File: src/rtl/fifo_write.sv
// Write-side controller for the FIFO loop test: waits for almost_empty to rise,
// settles for DELAY_CYCLES, then bursts an incrementing pattern until almost_full/full.
module fifo_write #(
    parameter int DATA_W       = 8,
    parameter int DELAY_CYCLES = 10,
    parameter int DATA_START   = 0
) (
    input  logic              sys_clk,
    input  logic              sys_rst,
    input  logic              almost_empty,
    input  logic              almost_full,
    input  logic              full,
    output logic              fifo_wr_en,
    output logic [DATA_W-1:0] fifo_wdata,
    output logic              busy,
    output logic [7:0]        burst_cnt,
    output logic              wr_overflow
);

    typedef enum logic [1:0] {
        IDLE  = 2'd0,
        DELAY = 2'd1,
        WRITE = 2'd2
    } state_t;

    localparam logic [3:0]        DELAY_LIM = 4'(DELAY_CYCLES);
    localparam logic [DATA_W-1:0] DATA_INIT = DATA_W'(DATA_START);
    localparam logic [DATA_W-1:0] DATA_ONE  = DATA_W'(1);

    state_t            state_q;
    logic [3:0]        delay_cnt_q;
    logic              ae_t0_q;
    logic              ae_t1_q;
    logic              ae_rise;
    logic [DATA_W-1:0] wdata_d;

    assign ae_rise = ae_t0_q & ~ae_t1_q;
    assign wdata_d = fifo_wdata + DATA_ONE;
    assign busy    = (state_q == DELAY) || (state_q == WRITE);

    always_ff @(posedge sys_clk) begin
        if (sys_rst) begin
            state_q     <= IDLE;
            delay_cnt_q <= 4'd0;
            ae_t0_q     <= 1'b0;
            ae_t1_q     <= 1'b0;
            fifo_wr_en  <= 1'b0;
            fifo_wdata  <= DATA_INIT;
            burst_cnt   <= 8'd0;
            wr_overflow <= 1'b0;
        end else begin
            ae_t0_q <= almost_empty;
            ae_t1_q <= ae_t0_q;

            // Data runs on across bursts so the reader can check continuity.
            if (fifo_wr_en) begin
                fifo_wdata <= wdata_d;
            end
            if (fifo_wr_en && full) begin
                wr_overflow <= 1'b1;
            end

            case (state_q)
                IDLE: begin
                    if (ae_rise) begin
                        state_q     <= DELAY;
                        delay_cnt_q <= 4'd0;
                    end
                end
                DELAY: begin
                    if (delay_cnt_q == DELAY_LIM) begin
                        state_q     <= WRITE;
                        fifo_wr_en  <= 1'b1;
                        delay_cnt_q <= 4'd0;
                    end else begin
                        delay_cnt_q <= delay_cnt_q + 4'd1;
                    end
                end
                WRITE: begin
                    // The write on the edge that sees the flag still lands.
                    if (almost_full || full) begin
                        fifo_wr_en <= 1'b0;
                        state_q    <= IDLE;
                        burst_cnt  <= burst_cnt + 8'd1;
                    end else begin
                        fifo_wr_en <= 1'b1;
                    end
                end
                default: begin
                    state_q    <= IDLE;
                    fifo_wr_en <= 1'b0;
                end
            endcase
        end
    end

endmodule

File: config.mk
export PLATFORM = sky130hd
export DESIGN_NAME = fifo_write
export DESIGN_NICKNAME = d
export VERILOG_FILES = /design/src/rtl/fifo_write.sv
export SDC_FILE = /design/constraint.sdc
export NUM_CORES = 1
export LEC_CHECK = 0
export CORE_ASPECT_RATIO = 1.1
export CORE_MARGIN = 2
export CORE_UTILIZATION = 45
export DETAILED_ROUTE_END_ITERATION = 6
export PLACE_DENSITY = 0.73
export SLEW_MARGIN = 20
export SYNTH_ARGS = -nofsm -noshare
export SYNTH_HDL_FRONTEND = slang
export SYNTH_SLANG_ARGS = --single-unit
File: constraint.sdc
create_clock -name sys_clk -period 1.5 [get_ports sys_clk]
set_input_delay 0.15 -clock sys_clk [delete_from_list [all_inputs] [get_ports sys_clk]]
set_output_delay 0.15 -clock sys_clk [all_outputs]
set_load 0.03 [all_outputs]
# Word level (Yosys, flattened, before mapping)
# Cells that the tools add are included.
dict set report totals {
  inputBits 5
  register_bits 26
}
dict set report classes {
  n_addsub 3
  n_reduce_logical 9
  mux 10
  eq_ne 6
  bitwise_logic 3
}
# cell n
set op_table {}
lappend op_table {{adder 8 x 1 -> 8 bit (second input constant)} 2}
lappend op_table {{two-way mux 4 bit} 2}
lappend op_table {{case mux 4 bit (2 select lines)} 1}
lappend op_table {{two-way mux 2 bit} 3}
lappend op_table {{case mux 2 bit (3 select lines)} 1}
lappend op_table {{AND reduction 2 bit} 3}
lappend op_table {{adder 4 x 1 -> 4 bit (second input constant)} 1}
lappend op_table {{== test 4 bit (second input constant)} 1}
lappend op_table {{!= test 2 x 1 -> 1 bit (second input constant)} 2}
lappend op_table {{case mux 1 bit (3 select lines)} 1}
lappend op_table {{AND reduction 3 bit} 1}
lappend op_table {{== test 2 x 1 -> 1 bit (second input constant)} 1}
lappend op_table {{== test 2 bit (second input constant)} 1}
lappend op_table {{logical NOT 2 bit} 1}
lappend op_table {{logical OR 1 bit} 2}
lappend op_table {{two-way mux 1 bit} 2}
lappend op_table {{!= test 2 bit (second input constant)} 1}
lappend op_table {{inverter 1 bit} 2}
lappend op_table {{nonzero test 2 bit} 1}
lappend op_table {{AND 1 bit} 1}
lappend op_table {{logical AND 1 bit} 1}

# Depth between registers and ports, before layout
# Gate-level depths: netlist of run 1.
dict set report logic_depth {
  word_depth 4
  depth_mapped 6
  mapped_depth_nobuf 6
}

# Worst setup path before layout of run 1
# OpenSTA, ideal clock, no wires.
dict set report synth_timing {
  path_type {reg-to-reg}
  startpoint {register fifo_wdata[0]}
  endpoint {register fifo_wdata[6]}
  stages_incl_launch_ff 5
  required_time_ps 1429
  path_slack_ps 30
  setup_time_ps 71
  arrival_ps 1399
  path_cell_list {dfxtp_1 > ha_1 > nand4_1 > or3_1 > a21oi_1}
}
dict set report synth_via {
  elab_chain_cells 1
}
# item line_no
set synth_lines {}
lappend synth_lines {{from (decl)} 14} ;# output logic [DATA_W-1:0] fifo_wdata,
lappend synth_lines {{from (signal assigned)} 57} ;# fifo_wdata <= wdata_d;
lappend synth_lines {{adder 8 x 1 -> 8 bit} 38} ;# assign wdata_d = fifo_wdata + DATA_ONE;
# Every way passes these cells.
# A chain may end at the register's enable or synchronous reset.

# Worst setup path after layout of run 1
dict set report layout_timing {
  startpoint {register state_q[1]}
  endpoint {register delay_cnt_q[2]}
}
dict set report layout_via {
  elab_chain_cells 3
  word_cells_on_any_way 6
  classes_between {eq/ne (2); mux (1); reduce/logical (3)}
}
# item line_no
set layout_lines {}
lappend layout_lines {{from (decl)} 30} ;# state_t state_q;
lappend layout_lines {{from (signal assigned)} 43} ;# state_q <= IDLE;
lappend layout_lines {{from (signal assigned)} 66} ;# state_q <= DELAY;
lappend layout_lines {{from (signal assigned)} 72} ;# state_q <= WRITE;
lappend layout_lines {{== test 2 x 1 -> 1 bit or logical NOT 2 bit (tied branches)} 63} ;# case (state_q)
lappend layout_lines {{nonzero test 2 bit (no line) or != test 2 bit (tied branches)} -}
lappend layout_lines {{AND reduction 2 bit (no line)} -}
lappend layout_lines {{to (signal assigned)} 76} ;# delay_cnt_q <= delay_cnt_q + 4'd1;
lappend layout_lines {{to (decl)} 31} ;# logic [3:0] delay_cnt_q;
# Several ways; a longest one is shown, not always the timed one.

==> results.md, run 1 <==
| Group | Item | Reported |
|---|---|---|
| synthesis | Syn_nets | 147 |
| cts | Number of levels the H-tree was split into | 1 |
| grt | Initial antenna violation count | 0 |
| worst setup path | CP Max Fanout | 5 |
| timing | Final hold vios | 0 |
| finish | P&R area growth vs syn | 32.0% |
| timing | Final critical delay including setup and external delays | 1.44 ns |
| timing | Setup repair after global routing missed its margin | yes |
| worst setup path | Critical path's slowest cell | sky130_fd_sc_hd__or3b_1 |
| worst setup path | Endpoint of the most critical register-to-register path | delay_cnt_q[2] |
| power | Internal cell power | 1.26 mW |
| finish | Total Nets Final | 181 |
| worst setup path | Launch point of the worst reg-to-reg path | state_q[1] |
| cts | Clock transition at the registers of the reported paths | 0.14 ns |
| worst setup path | Crit path largest cell delay | 0.38 ns |
| worst setup path | Worst endpoint data arrival time | 1.72 ns |
| power | Leakage power | 0.720 nW |
| drt | DRC violation count after routing | 0 |
| finish | Layout Cells excl Fill | 198 |
| drt | Wirelength, routed | 2580 microns |
| finish | Ant diodes | 0 |
| finish | Filler Cell Count | 220 |
| floorplan | Number of top-level pins | 24 |
| power | Sw power | 687 uW |
| drt | Detail-routed via count per cell | 5.23 |
| worst setup path | Data required time at the worst endpoint | 1.77 ns |
| placed design | HPWL Detailed | 1960 microns |
| timing | Period utilisation layout | 96.3% |
| cts | Clock tree from TritonCTS | built |
| timing | Measured slew at the worst slew-check pin | 0.318 ns |
| worst setup path | Worst r2r path cells | 5 |
| hold path | Hold_sp | almost_empty |
| finish | Area of combinational cells with multiple inputs | 712 sq um |
| worst setup path | Crit. End Element | register |
| floorplan | Die span in x | 53.8 microns |
| hold path | Hold WC Path Type | input port to register |
| floorplan | Die height | 58.8 microns |
| drt | Mean routed wirelength per cell | 13.1 microns |
| cts | Number of clock buffers inserted by TritonCTS | 3 |
| power | Overall Power | 1.95 mW |
| finish | Share of cells above drive strength 1 | 19.8% |
| power | Part of the total power dissipated in the clock network | 18.3% |
| timing | Count of final max-slew check failures | 0 |
| synthesis | Register area share after synthesis | 42.4% |
| grt | Global-route wire length before repair | 4560 microns |
| power | Max IR drop VDD | 0.000890 V |
| placed design | Port buffer count | 23 |
| synthesis | Mapped Avg Cell Area | 9.17 sq um |
| drt | DR pass1 iterations | 4 |
| power | Combinational fraction of design power | 41.0% |
| placed design | Routability congestion estimate from global placement | 0.677 |
| hold path | Count of cells along the worst hold path | 2 |
| power | Cell area power density | 1200 nW/um^2 |
| grt | Residual overflow from global routing | 0 |
| worst setup path | Worst setup SP type | register |
| flow run | Max capacitance violation total | 0 |
| power | Sequential group share of total power | 40.7% |
| drt | Count of vias placed by the detailed router | 1,035 |
| hold path | WHS Endpoint | ae_t0_q |
| timing | Worst-case setup margin in the final layout | 0.0553 ns |
| grt | Largest net degree at the start of global routing | 15 |
| finish | Final std cell area, no fill | 1620 sq um |
| floorplan | FP Rows | 19 |
| floorplan | Area enclosed by the die boundary | 3160 sq um |
| worst setup path | Critical-path cell list | inv_1 -> ha_2 -> o211ai_4 -> or3b_1 -> a21oi_1 |
| floorplan | Core area | 2540 sq um |
| placed design | Number of placed cells counting well taps | 194 |
| grt | Number of global-route vias before repair | 1,072 |
| cts | # clock sinks | 26 |
| cts | Maximum root-to-sink buffer count | 2 |
| timing | Clock Skew | 0.00272 ns |
| synthesis | Synthesized flop and latch total | 26 |
| synthesis | Count of yosys warnings during synthesis | 0 |
| timing | Number of failing setup endpoints in the final timing report | 0 |
| placed design | Placement Setup Slack | -0.0418 ns |
| worst setup path | Setup CP Type | register to register |
| cts | Insertion delay of the later-clocked pin in the worst-skew pair | 0.32 ns |
| timing | Setup TNS | 0 ns |
| worst setup path | Start point of the critical path | state_q[1] |
| drt | DRC violation total after the first TritonRoute iteration | 15 |
| power | Switching power as a share of total power | 35.2% |
| finish | Register cell area after layout | 524 sq um |
| status | Status | complete, no violations |
| synthesis | Cell count after synthesis | 134 |
| worst setup path | Flop-to-flop setup slack | 0.06 ns |
| timing | Achievable frequency | 692 MHz |
| timing | Worst slew margin | 78.8% |
| floorplan | Initial Utilization | 48.3% |
| synthesis | Cell area after synthesis | 1230 sq um |
| placed design | Placed Area | 1550 sq um |
| grt | Global Route Usage Sum | 19.5% |
| drt | Number of antenna-violating nets in the routed design | 0 |
| synthesis | Distinct cell type count after synthesis | 31 |
| cts | Root Driver | sky130_fd_sc_hd__clkbuf_4 |
## cell usage in the layout, fill, tap and decap left out, drive strengths merged
cell type,netlist,final
o21ai,6,6
o211ai,1,1
nand3b,2,2
o31ai,1,1
nor2,17,17
nand2b,2,2
dlymetal6s2s,0,1
or3b,1,1
nor3b,1,1
nand4,3,3
clkdlybuf4s50,0,4
xor2,5,5
dfxtp,26,26
clkbuf,3,4
nor3,5,5
and3,1,1
nor4,1,1
nor2b,2,2
ha,8,8
dlygate4sd2,0,17
nand3,5,5
xnor2,6,6
inv,5,5
o21a,2,2
buf,2,12
mux2i,5,5
a221oi,1,1
and2b,1,1
a21oi,9,9
nand2,9,9
or3,4,4
## flip-flops by register name, summed over array words and instances (netlist names)
| signal | cells |
|---|---|
| burst_cnt | 8 |
| fifo_wdata | 8 |
| delay_cnt_q | 4 |
| state_q | 2 |
| ae_t0_q | 1 |
| ae_t1_q | 1 |
| fifo_wr_en | 1 |
| wr_overflow | 1 |
## repair_timing
item | in CTS | in global routing
resized for setup | 23 | 10
setup buffers | 0 | 0
hold buffers | 0 | 0
setup endpoints to repair | 21 | 5
pin swaps | 0 | 1
## cells in the mapped netlist
| master | count | share of area, % |
|---|---|---|
| sky130_fd_sc_hd__and2b_1 | 1 | 0.61 |
| sky130_fd_sc_hd__nor2_1 | 17 | 5.2 |
| sky130_fd_sc_hd__o31ai_1 | 1 | 0.61 |
| sky130_fd_sc_hd__dfxtp_1 | 26 | 42 |
| sky130_fd_sc_hd__xnor2_1 | 6 | 4.3 |
| sky130_fd_sc_hd__nand2_1 | 9 | 2.7 |
| sky130_fd_sc_hd__nor3b_1 | 1 | 0.61 |
| sky130_fd_sc_hd__o21ai_1 | 1 | 0.41 |
| sky130_fd_sc_hd__nor2b_1 | 2 | 1.0 |
| sky130_fd_sc_hd__nor4_2 | 1 | 1.0 |
| sky130_fd_sc_hd__nand2b_1 | 2 | 1.0 |
| sky130_fd_sc_hd__nand3_1 | 5 | 2.0 |
| sky130_fd_sc_hd__buf_6 | 1 | 0.92 |
| sky130_fd_sc_hd__a21oi_1 | 9 | 3.7 |
| sky130_fd_sc_hd__nand3b_4 | 1 | 1.6 |
| sky130_fd_sc_hd__o21a_1 | 2 | 1.2 |
| sky130_fd_sc_hd__nand3b_1 | 1 | 0.61 |
| sky130_fd_sc_hd__xor2_1 | 5 | 3.6 |
| sky130_fd_sc_hd__or3_1 | 4 | 2.0 |
| sky130_fd_sc_hd__buf_4 | 1 | 0.61 |
| sky130_fd_sc_hd__and3_2 | 1 | 0.61 |
| sky130_fd_sc_hd__a221oi_2 | 1 | 1.2 |
| sky130_fd_sc_hd__ha_1 | 8 | 8.1 |
| sky130_fd_sc_hd__nand4_1 | 3 | 1.5 |
| sky130_fd_sc_hd__or3b_1 | 1 | 0.71 |
| sky130_fd_sc_hd__mux2i_1 | 5 | 4.1 |
| sky130_fd_sc_hd__clkbuf_1 | 3 | 0.92 |
| sky130_fd_sc_hd__inv_1 | 5 | 1.5 |
| sky130_fd_sc_hd__o21ai_0 | 5 | 2.0 |
| sky130_fd_sc_hd__nor3_1 | 5 | 2.0 |
| sky130_fd_sc_hd__o211ai_2 | 1 | 1.0 |
## layer usage
metal | vias up | routed length [microns] | GRT usage (%)
met3 | 5 | 67 | 3.30
li1 | 522 | - | -
met5 | - | 0 | 0
met1 | 495 | 1100 | 22.4
met2 | 13 | 1370 | 34.5
met4 | 0 | 42 | 8.42
## layout make-up
| type | count | area share, % |
|---|---|---|
| Timing Repair Buffer | 34 | 18.0 |
| Sequential cell | 26 | 32.3 |
| Multi-Input combinational cell | 98 | 43.9 |
| Inverter | 5 | 1.16 |
| Clock buffer | 4 | 2.24 |
| Tap cell | 31 | 2.39 |
## kinds of logic after synthesis
family	Yosys count	synth area share [%]
AO/OA/AOI/OAI	20	10.2
XOR/XNOR	11	7.84
buffers and inverters	10	3.97
flip-flops	26	42.4
adder cells (fa/ha/maj)	8	8.15
multiplexers	5	4.07
AND/OR/NAND/NOR	54	23.4
## through the flow
stage	util [%]	hold WS [ns]
3_5_place_dp	60.8	0.457
3_3_place_gp	60.8	0.452
4_1_cts	62.3	0.366
6_report	63.7	0.367
5_1_grt	63.7	0.356
2_1_floorplan	-	0.278
## power by group through the flow
| stage | sequential [mW] | combinational [mW] | clock, mW |
|---|---|---|---|
| floorplan | 0.828 | 0.452 | 0 |
| global placement | 0.796 | 0.688 | 0 |
| detailed placement | 0.802 | 0.710 | 0 |
| CTS | 0.791 | 0.748 | 0.366 |
| global route | 0.800 | 0.871 | 0.397 |
| finish | 0.794 | 0.800 | 0.357 |
## how the worst max path moves through the flow
stage,end,slack [ns],depth (start not counted)
after global routing,delay_cnt_q[2],-0.03,5
after floorplan,fifo_wdata[6],0.03,4
after CTS,delay_cnt_q[2],-0.003,6
final,delay_cnt_q[2],0.06,5
after global placement,delay_cnt_q[2],0.05,6
after detailed placement,delay_cnt_q[2],-0.04,6
## worst max-delay path, delay by kind of cell, from the launching register on
kind / cells / cell delay [ns]
adder cells (fa/ha/maj): 1 / 0.29
buffers and inverters: 1 / 0.11
AND/OR/NAND/NOR: 1 / 0.38
AO/OA/AOI/OAI: 2 / 0.25
flip-flops: 1 / 0.36
(Power assumes the default switching activity.)
==> run 2, diff against run 1 <==
--- a/config.mk
+++ b/config.mk
@@ -9,6 +9,7 @@
 export CORE_MARGIN = 2
 export CORE_UTILIZATION = 45
 export DETAILED_ROUTE_END_ITERATION = 6
+export HOLD_SLACK_MARGIN = 0.12
 export PLACE_DENSITY = 0.73
 export SLEW_MARGIN = 20
 export SYNTH_ARGS = -nofsm -noshare
==> results of run 2 <==
Same layout as run 1: the final DEF is identical, and so are final timing and power.
